==> config.mk <==
export PLATFORM = sky130hd
export DESIGN_NAME = mdio_responder
export DESIGN_NICKNAME = d
export VERILOG_FILES = /design/src/rtl/mdio_responder_pkg.sv /design/src/rtl/mdio_sync_edge.sv /design/src/rtl/mdio_responder.sv
export SDC_FILE = /design/constraint.sdc
export NUM_CORES = 1
export LEC_CHECK = 0
export CORE_ASPECT_RATIO = 1.75
export CORE_MARGIN = 2
export CORE_UTILIZATION = 59
export CTS_BUF_LIST = sky130_fd_sc_hd__clkbuf_16
export DETAILED_ROUTE_END_ITERATION = 6
export GPL_TIMING_DRIVEN = 0
export PLACE_DENSITY_LB_ADDON = 0.05
export SYNTH_ARGS = -nofsm -noshare
export SYNTH_HDL_FRONTEND = slang
export SYNTH_SLANG_ARGS = --single-unit
==> constraint.sdc <==
create_clock -name clk -period 2 [get_ports clk]
set_input_delay 0.2 -clock clk [delete_from_list [all_inputs] [get_ports clk]]
set_output_delay 0.2 -clock clk [all_outputs]
set_load 0.1 [all_outputs]
==> src/rtl/mdio_responder_pkg.sv <==
// Shared definitions for the Clause-22 MDIO responder: frame states, opcodes,
// register indices and the minimum preamble length.
package mdio_responder_pkg;

  typedef enum logic [2:0] {
    IDLE,
    START,
    OP,
    PHYAD,
    REGAD,
    TA,
    WDATA,
    RDATA
  } state_e;

  localparam logic [1:0] OP_READ  = 2'b10;
  localparam logic [1:0] OP_WRITE = 2'b01;

  localparam logic [4:0] REG_CTRL     = 5'd0;
  localparam logic [4:0] REG_STATUS   = 5'd1;
  localparam logic [4:0] REG_ID_HI    = 5'd2;
  localparam logic [4:0] REG_ID_LO    = 5'd3;
  localparam logic [4:0] REG_SCRATCH0 = 5'd4;

  localparam int unsigned PREAMBLE_MIN = 32;

endpackage

==> src/rtl/mdio_sync_edge.sv <==
// Brings mdc and mdio into the clk domain and flags each rising edge of mdc.
module mdio_sync_edge (
  input  logic clk,
  input  logic reset,
  input  logic mdc,
  input  logic mdio_i,
  output logic mdc_rise,
  output logic mdio_s
);

  logic [1:0] mdc_sync;
  logic [1:0] mdio_sync;
  logic       mdc_prev;

  always_ff @(posedge clk) begin
    if (reset) begin
      mdc_sync  <= 2'b11;
      mdio_sync <= 2'b11;
      mdc_prev  <= 1'b1;
    end else begin
      mdc_sync  <= {mdc_sync[0], mdc};
      mdio_sync <= {mdio_sync[0], mdio_i};
      mdc_prev  <= mdc_sync[1];
    end
  end

  assign mdc_rise = mdc_sync[1] & ~mdc_prev;
  assign mdio_s   = mdio_sync[1];

endmodule

==> src/rtl/mdio_responder.sv <==
// Clause-22 MDIO slave: decodes frames on synchronized mdc edges and serves a
// small register file (control, status, PHY ID, four scratch registers).
module mdio_responder
  import mdio_responder_pkg::*;
#(
  parameter logic [4:0]  PHY_ADDR = 5'd1,
  parameter logic [31:0] PHY_ID   = 32'h0000_0000
) (
  input  logic        clk,
  input  logic        reset,
  input  logic        mdc,
  input  logic        mdio_i,
  output logic        mdio_o,
  output logic        mdio_t,
  input  logic [15:0] status_i,
  output logic [15:0] ctrl_o,
  output logic        soft_reset_o
);

  localparam logic [5:0] PRE_MIN = 6'(PREAMBLE_MIN);

  logic        mdc_rise;
  logic        mdio_s;

  state_e      state, state_next;
  logic [5:0]  pre_cnt, pre_cnt_next;
  logic [3:0]  bit_cnt, bit_cnt_next;
  logic [1:0]  op, op_next;
  logic [4:0]  addr, addr_next;
  logic [15:0] shift, shift_next;
  logic        drv_o, drv_o_next;
  logic        drv_t, drv_t_next;
  logic        soft_reset, soft_reset_next;
  logic [14:0] ctrl, ctrl_next;
  logic [15:0] scratch [4];
  logic [15:0] scratch_next [4];
  logic [15:0] rd_val;
  logic [15:0] wr_val;

  mdio_sync_edge u_sync (
    .clk      (clk),
    .reset    (reset),
    .mdc      (mdc),
    .mdio_i   (mdio_i),
    .mdc_rise (mdc_rise),
    .mdio_s   (mdio_s)
  );

  always_comb begin
    rd_val = 16'h0000;
    if (addr == REG_CTRL) begin
      rd_val = {1'b0, ctrl};
    end else if (addr == REG_STATUS) begin
      rd_val = status_i;
    end else if (addr == REG_ID_HI) begin
      rd_val = PHY_ID[31:16];
    end else if (addr == REG_ID_LO) begin
      rd_val = PHY_ID[15:0];
    end else if (addr[4:2] == REG_SCRATCH0[4:2]) begin
      rd_val = scratch[addr[1:0]];
    end
  end

  assign wr_val = {shift[14:0], mdio_s};

  always_comb begin
    state_next      = state;
    pre_cnt_next    = pre_cnt;
    bit_cnt_next    = bit_cnt;
    op_next         = op;
    addr_next       = addr;
    shift_next      = shift;
    drv_o_next      = drv_o;
    drv_t_next      = drv_t;
    soft_reset_next = 1'b0;
    ctrl_next       = ctrl;
    scratch_next    = scratch;
    if (mdc_rise) begin
      unique case (state)
        IDLE: begin
          if (mdio_s) begin
            if (pre_cnt < PRE_MIN) pre_cnt_next = pre_cnt + 6'd1;
          end else begin
            // A zero after a full preamble is the first start bit.
            if (pre_cnt >= PRE_MIN) state_next = START;
            pre_cnt_next = '0;
          end
        end
        START: begin
          bit_cnt_next = '0;
          state_next   = mdio_s ? OP : IDLE;
        end
        OP: begin
          op_next = {op[0], mdio_s};
          if (bit_cnt == 4'd0) begin
            bit_cnt_next = 4'd1;
          end else begin
            bit_cnt_next = '0;
            if (op_next == OP_READ || op_next == OP_WRITE) state_next = PHYAD;
            else state_next = IDLE;
          end
        end
        PHYAD, REGAD: begin
          addr_next = {addr[3:0], mdio_s};
          if (bit_cnt == 4'd4) begin
            bit_cnt_next = '0;
            if (state == REGAD) state_next = TA;
            else state_next = (addr_next == PHY_ADDR) ? REGAD : IDLE;
          end else begin
            bit_cnt_next = bit_cnt + 4'd1;
          end
        end
        TA: begin
          if (bit_cnt == 4'd0) begin
            bit_cnt_next = 4'd1;
            if (op == OP_READ) begin
              shift_next = rd_val;
              drv_t_next = 1'b0;
              drv_o_next = 1'b0;
            end
          end else begin
            bit_cnt_next = '0;
            if (op == OP_READ) begin
              state_next = RDATA;
              drv_o_next = shift[15];
              shift_next = {shift[14:0], 1'b0};
            end else begin
              state_next = WDATA;
            end
          end
        end
        WDATA: begin
          shift_next = wr_val;
          if (bit_cnt == 4'd15) begin
            bit_cnt_next = '0;
            state_next   = IDLE;
            if (addr == REG_CTRL) begin
              ctrl_next       = wr_val[14:0];
              soft_reset_next = wr_val[15];
            end else if (addr[4:2] == REG_SCRATCH0[4:2]) begin
              scratch_next[addr[1:0]] = wr_val;
            end
          end else begin
            bit_cnt_next = bit_cnt + 4'd1;
          end
        end
        RDATA: begin
          if (bit_cnt == 4'd15) begin
            bit_cnt_next = '0;
            state_next   = IDLE;
            drv_t_next   = 1'b1;
            drv_o_next   = 1'b0;
          end else begin
            bit_cnt_next = bit_cnt + 4'd1;
            drv_o_next   = shift[15];
            shift_next   = {shift[14:0], 1'b0};
          end
        end
        default: state_next = IDLE;
      endcase
    end
  end

  always_ff @(posedge clk) begin
    if (reset) begin
      state      <= IDLE;
      pre_cnt    <= '0;
      bit_cnt    <= '0;
      op         <= '0;
      addr       <= '0;
      shift      <= '0;
      drv_o      <= 1'b0;
      drv_t      <= 1'b1;
      soft_reset <= 1'b0;
      ctrl       <= '0;
      for (int i = 0; i < 4; i++) scratch[i] <= '0;
    end else begin
      state      <= state_next;
      pre_cnt    <= pre_cnt_next;
      bit_cnt    <= bit_cnt_next;
      op         <= op_next;
      addr       <= addr_next;
      shift      <= shift_next;
      drv_o      <= drv_o_next;
      drv_t      <= drv_t_next;
      soft_reset <= soft_reset_next;
      ctrl       <= ctrl_next;
      scratch    <= scratch_next;
    end
  end

  assign mdio_o       = drv_o;
  assign mdio_t       = drv_t;
  assign ctrl_o       = {1'b0, ctrl};
  assign soft_reset_o = soft_reset;

endmodule

==> flow_summary.ini, run 1 <==
[sta]
finalSetupViolations = 0
fin_crit_sh = 0.978
fmax_ghz = 0.511
drv_slew = 0
skew_ns = 0.00858
grt_setup_unrepaired = true
hold_viol = 0
tightest_slew_ns = 0.980
max_slew_margin = 0.349
timing.final.ws_setup_ns = 0.0441
min_period_ns = 1.96

[floorplan]
dieArea_sq_um = 11200
core_region_area_sq_um = 10200
die_height_um = 139
io_pins = 39
rows = 49
die_w_um = 81
initial_core_util = 0.602

[routing]
via_per_inst = 6.85
routed_wl_mm = 20.3
drc_errors = 8
vias = 6169
initialDrtViolationCount = 751
avgRoutedWirePerCell_um = 22.6
postRouteAntennaNets = 0
firstDrtPassIters = 7

[placement]
portBuffers = 36
place_congestion = 0.946
dp_hpwl_mm = 14.8
pre_cts_ws_ns = -0.318

[final_layout]
fin_nets = 784
diodes = 0
drive_gt1_frac = 0.167
post-route-util = 0.727
area_growth_syn_to_layout_pct = 20.9
fillers = 815

[synth]
synthesis.nets = 720
yosys.area.top_type = dfxtp_1
syn_area_sq_um = 6120
synthFlopType = dfxtp_1
synth_common_cells = 123 x dfxtp_1, 105 x a21oi_1, 88 x o21ai_0, 52 x nand3_1, 40 x clkbuf_1
ys_seq_elements = 123
synth_enable_flop_cells = 0
syn_inst = 696
yosysSeqAreaShare = 0.402
synthDistinctLibCells = 62
async_flop_share = 0
yosysMostFrequentCell = dfxtp_1
netlist_top_cells_area = dfxtp_1 40%, a21oi_1 8.6%, o21ai_0 7.2%
synth.avg_cell_area_sq_um = 8.80
synth_top_area_frac = 0.402
yosysWarnings = 0

[power_and_ir_drop]
irDropWorstVdd_v = 0.000731
p_sw_frac = 0.227
p_leak_nw = 2.62
seqPwrFrac = 0.425
p_comb_frac = 0.034
power_density_nw_per_um2 = 785
clockPowerShare = 0.541
p_int_mw = 4.49
p_switching_mw = 1.32

[clock_tree]
path_clk_slew_ns = 0.06
clkSinkCount = 123
numCtsBuffers = 17
h-tree-depth = 4
insertion_delay_ns = 0.42
cts_tree = built
cts_root_buffer = clkbuf_16
clockBufferDepth = 2

[setup_path]
startpoint_type = flip-flop
worstPathArrival_ns = 2.23
crit_fanout = 10
rrSetupSlack_ns = 0.04
required_ns = 2.27
crit_type = flip-flop to flip-flop
critical_path.endpoint_type = flip-flop
rr_worst_depth = 8

[status]
failed_checks = design-rule violations
status = complete, but fails checks

[global_routing]
antenna_found_initial = 0
grt_pass1_wl_mm = 31.6
grt_max_degree = 17
grt_pass1_vias = 6309
grt_use_total = 0.370
overflow = 0

[min_path]
hp-class = input port to flip-flop
min_path_cells = 2

[run]
maxCapViolCount = 0
-- path summary, 6_finish.rpt --
check | startpoint | end
setup / recovery | bit_cnt[0] | scratch[29]
hold / removal | mdio_i | u_sync.mdio_sync[0]
setup reg to reg | bit_cnt[0] | scratch[29]
hold reg to reg | u_sync.mdc_sync[0] | u_sync.mdc_sync[1]
-- worst max-delay path, stage by stage, from the launching register on --
cell and delay, ns:
dfxtp_2 0.36, ha_2 0.21, and3_1 0.15, clkbuf_4 0.21, nand4_1 0.12, buf_4 0.20
clkbuf_2 0.23, o21ai_0 0.23, a21oi_1 0.10
-- cell families after synthesis --
logic type      count (synthesis)  share of synthesized area
compound gates                263                      0.260
xor+xnor                        2                    0.00286
fa+ha+maj                       4                    0.00818
buf+inv                        85                     0.0634
flops                         123                      0.402
mux                            25                     0.0748
other cells                     1                   0.000613
simple gates                  193                      0.188
-- routing by layer --
| metal | track usage | up-vias | share of wire |
|---|---|---|---|
| met5 | 0 | - | 0 |
| met4 | 0.253 | 0 | 0.067 |
| met3 | 0.0807 | 139 | 0.060 |
| met2 | 0.649 | 360 | 0.53 |
| met1 | 0.374 | 2915 | 0.34 |
| li1 | - | 2755 | - |
-- what timing repair did --
action	in CTS	in global routing
buffers inserted	5	8
pin swaps	1	2
hold buffers	0	0
endpoints found under the hold margin	0	0
gates resized for setup	41	49
endpoints found under the setup margin	105	98
gates cloned	0	0
-- registers in the layout, indices dropped and copies added (netlist names), 2 cells and up --
signal and count:
u_sync.mdio_sync 2, ctrl 15, pre_cnt 6, addr 5, state 3, u_sync.mdc_sync 2
shift 16, scratch 64, op 2, bit_cnt 4
-- cells in the final DEF (no fill, tap or decap), types with 4 or more instances in the layout --
cell,count
or2_2,5
clkdlybuf4s50_1,18
clkbuf_2,15
a22oi_1,9
mux2i_1,9
nand4_1,20
buf_2,10
a22o_1,6
inv_1,12
clkbuf_1,23
a311oi_1,15
clkbuf_16,17
mux4_2,14
nand2_1,23
nand4b_1,17
and2_1,4
dfxtp_1,121
or3_1,4
a32o_1,8
clkbuf_4,5
o21ai_1,17
buf_4,23
and3_1,6
nand2b_1,11
o21ai_0,72
nor2b_1,7
dlygate4sd2_1,18
o211ai_1,6
nor2_1,18
nand3_1,52
clkinv_4,4
a21oi_1,104
buf_6,4
-- area by class of cell --
| class | instances | area, sq um | share of cell area |
|---|---|---|---|
| inverter | 11 | 41.3 | 0.00558 |
| multi-input combinational | 488 | 3300 | 0.446 |
| sequential | 123 | 2460 | 0.333 |
| clock inverter | 15 | 175 | 0.0237 |
| tap | 127 | 159 | 0.0215 |
| timing repair buffer | 49 | 435 | 0.0588 |
| clock buffer | 17 | 425 | 0.0575 |
| buffer | 70 | 397 | 0.0536 |
-- metrics by stage --
stage | setup TNS (ns) | area [sq um] | total power [mW] | instances | hold WS (ns)
5_1_grt | -0.00539 | 7400 | 5.93 | 900 | 0.366
3_5_place_dp | -17.07 | 6640 | 2.70 | 859 | 0.402
6_report | 0 | 7400 | 5.81 | 900 | 0.345
2_1_floorplan | 0 | 6120 | 2.61 | 696 | 0.304
3_3_place_gp | -6.91 | 6640 | 2.69 | 859 | 0.393
4_1_cts | 0 | 7300 | 5.79 | 894 | 0.342
-- power groups by stage --
stage | clock (mW) | sequential (mW) | combinational, mW
6_report | 3.14 | 2.47 | 0.198
4_1_cts | 3.14 | 2.47 | 0.187
3_5_place_dp | 0 | 2.52 | 0.178
5_1_grt | 3.27 | 2.47 | 0.203
2_1_floorplan | 0 | 2.51 | 0.0981
3_3_place_gp | 0 | 2.52 | 0.175
Power figures use the tool's default switching activity.
==> inputs of run 2 (changes only) <==
CELL_PAD_IN_SITES_DETAIL_PLACEMENT = 0   (was not set)
CELL_PAD_IN_SITES_GLOBAL_PLACEMENT = 1   (was not set)
CORE_UTILIZATION = 46   (was 59)
==> flow_summary.ini, run 2 (same netlist as run 1, synthesis figures left out) <==
[setup_path]
crit_path_top_delay_cell = dfxtp_2
setup.worst_path.start = bit_cnt[0]
crit_type = flip-flop to flip-flop
reg2reg_to = shift[12]
r2r_start = bit_cnt[0]
required_ns = 2.27
timing.critical_path.cells = inv_1 > ha_1 > nor3b_4 > nand2_2 > buf_4 > a22oi_1 > a311oi_2
rr_worst_depth = 7
crit_fanout = 10
crit_end = shift[12]
rrSetupSlack_ns = 0.05
cpPeakStageDelay_ns = 0.35
startpoint_type = flip-flop
critical_path.endpoint_type = flip-flop
worstPathArrival_ns = 2.22

[power_and_ir_drop]
power_density_nw_per_um2 = 779
p_leak_nw = 2.61
irDropWorstVdd_v = 0.000546

[floorplan]
die_w_um = 91.2
rows = 55
initial_core_util = 0.473
io_pins = 39
core_region_area_sq_um = 12900
die_height_um = 157
dieArea_sq_um = 14300

[sta]
grt_setup_unrepaired = false
hold_viol = 0
tns_ns = 0
fmax_ghz = 0.512
hold_ws_ns = 0.345
skew_ns = 0.0109
tightest_slew_ns = 0.978
finalSetupViolations = 0
timing.final.ws_setup_ns = 0.0485
drv_slew = 0
min_period_ns = 1.95
fin_crit_sh = 0.976
max_slew_margin = 0.350

[global_routing]
antenna_found_initial = 0
grt_use_total = 0.294
grt_pass1_vias = 6084
grt_max_degree = 17
overflow = 0
grt_pass1_wl_mm = 32.3

[routing]
postRouteAntennaNets = 0
avgRoutedWirePerCell_um = 22.1
firstDrtPassIters = 5
via_per_inst = 6.23
drc_errors = 0
initialDrtViolationCount = 477
routed_wl_mm = 20.8
vias = 5864

[clock_tree]
clockBufferDepth = 2
h-tree-depth = 4
path_clk_slew_ns = 0.06
clkSinkCount = 123
cts_tree = built
numCtsBuffers = 17
insertion_delay_ns = 0.42
cts_root_buffer = clkbuf_16

[placement]
dp_hpwl_mm = 15.8
place_congestion = 0.924
pre_cts_ws_ns = -0.394
portBuffers = 36

[final_layout]
largest_reg_flops = 64
diodes = 0
area_growth_syn_to_layout_pct = 22.0
fillers = 1223
regMostFlops = scratch
drive_gt1_frac = 0.166
final_common_cell = dfxtp_1
fin_nets = 781
final_cell_mix = 121 x dfxtp_1, 101 x a21oi_1, 69 x o21ai_0, 52 x nand3_1, 24 x clkbuf_1
largestRegisters = scratch x64, shift x16, ctrl x15

[run]
maxCapViolCount = 0

[min_path]
hp-class = input port to flip-flop

[status]
status = finished clean
run 2: changes by cell type in the layout (fill, tap and decap cells not counted), sizes merged:
cell	change
clkbuf	-1
buf	-2
inv	+1
clkinvlp	+1
clkinv	-2
run 2: worst max-delay path: cells and delay by family, from the launching register on:
family / cells / cell delay, ns
AOI/OAI and AO/OA: 2 / 0.37
adders and majority gates: 1 / 0.21
buffers and inverters: 2 / 0.36
DFF: 1 / 0.35
and+or+nand+nor: 2 / 0.51
run 2: worst min path at each step:
stage | from | to | slack [ns] | cells past startpoint
3_3_place_gp | u_sync.mdc_sync[0] | u_sync.mdc_sync[1] | 0.39 | 1
6_report | mdc | u_sync.mdc_sync[0] | 0.34 | 2
2_1_floorplan | mdc | u_sync.mdc_sync[0] | 0.30 | 1
4_1_cts | mdc | u_sync.mdc_sync[0] | 0.34 | 2
5_1_grt | mdc | u_sync.mdc_sync[0] | 0.34 | 2
3_5_place_dp | u_sync.mdio_sync[0] | u_sync.mdio_sync[1] | 0.40 | 1
run 2: repair_timing:
action                                  CTS  global route
hold buffers                              0             0
pin swaps                                 2             3
buffers inserted                          7             3
endpoints found under the setup margin  104            93
gates resized for setup                  43            59
run 2: metal layers:
layer | global-route usage | up-vias | share of wire
met5 | 0 | - | 0
li1 | - | 2739 | -
met4 | 0.146 | 0 | 0.040
met1 | 0.291 | 2851 | 0.35
met2 | 0.582 | 223 | 0.57
met3 | 0.0443 | 51 | 0.041
run 2: layout make-up:
cell class	count	area (sq um)	share of cell area
buffer	70	413	0.0553
clock buffer	17	425	0.0570
clock inverter	15	173	0.0231
inverter	11	41.3	0.00553
multi-input combinational	488	3320	0.445
sequential	123	2460	0.330
tap	171	214	0.0287
timing repair buffer	46	413	0.0553
run 2: power by group:
part | leakage, nW | switching, mW | internal, mW
logic | 1.33 | 0.122 | 0.0759
registers | 0.992 | 0.00880 | 2.46
clock network | 0.287 | 1.19 | 1.96
total | 2.61 | 1.32 | 4.49
run 2: stage by stage:
step            util  cells  cell area (sq um)  power [mW]
2_1_floorplan      -    696               6120        2.61
3_3_place_gp   0.518    903               6700        2.70
3_5_place_dp   0.518    903               6700        2.70
4_1_cts        0.570    938               7370        5.82
5_1_grt        0.577    941               7470        5.95
6_report       0.577    941               7470        5.82
==> inputs of run 3 (changes only) <==
SLEW_MARGIN = 20   (was not set)
==> results of run 3 <==
No change in the layout: final DEF, timing and power equal those of run 2.
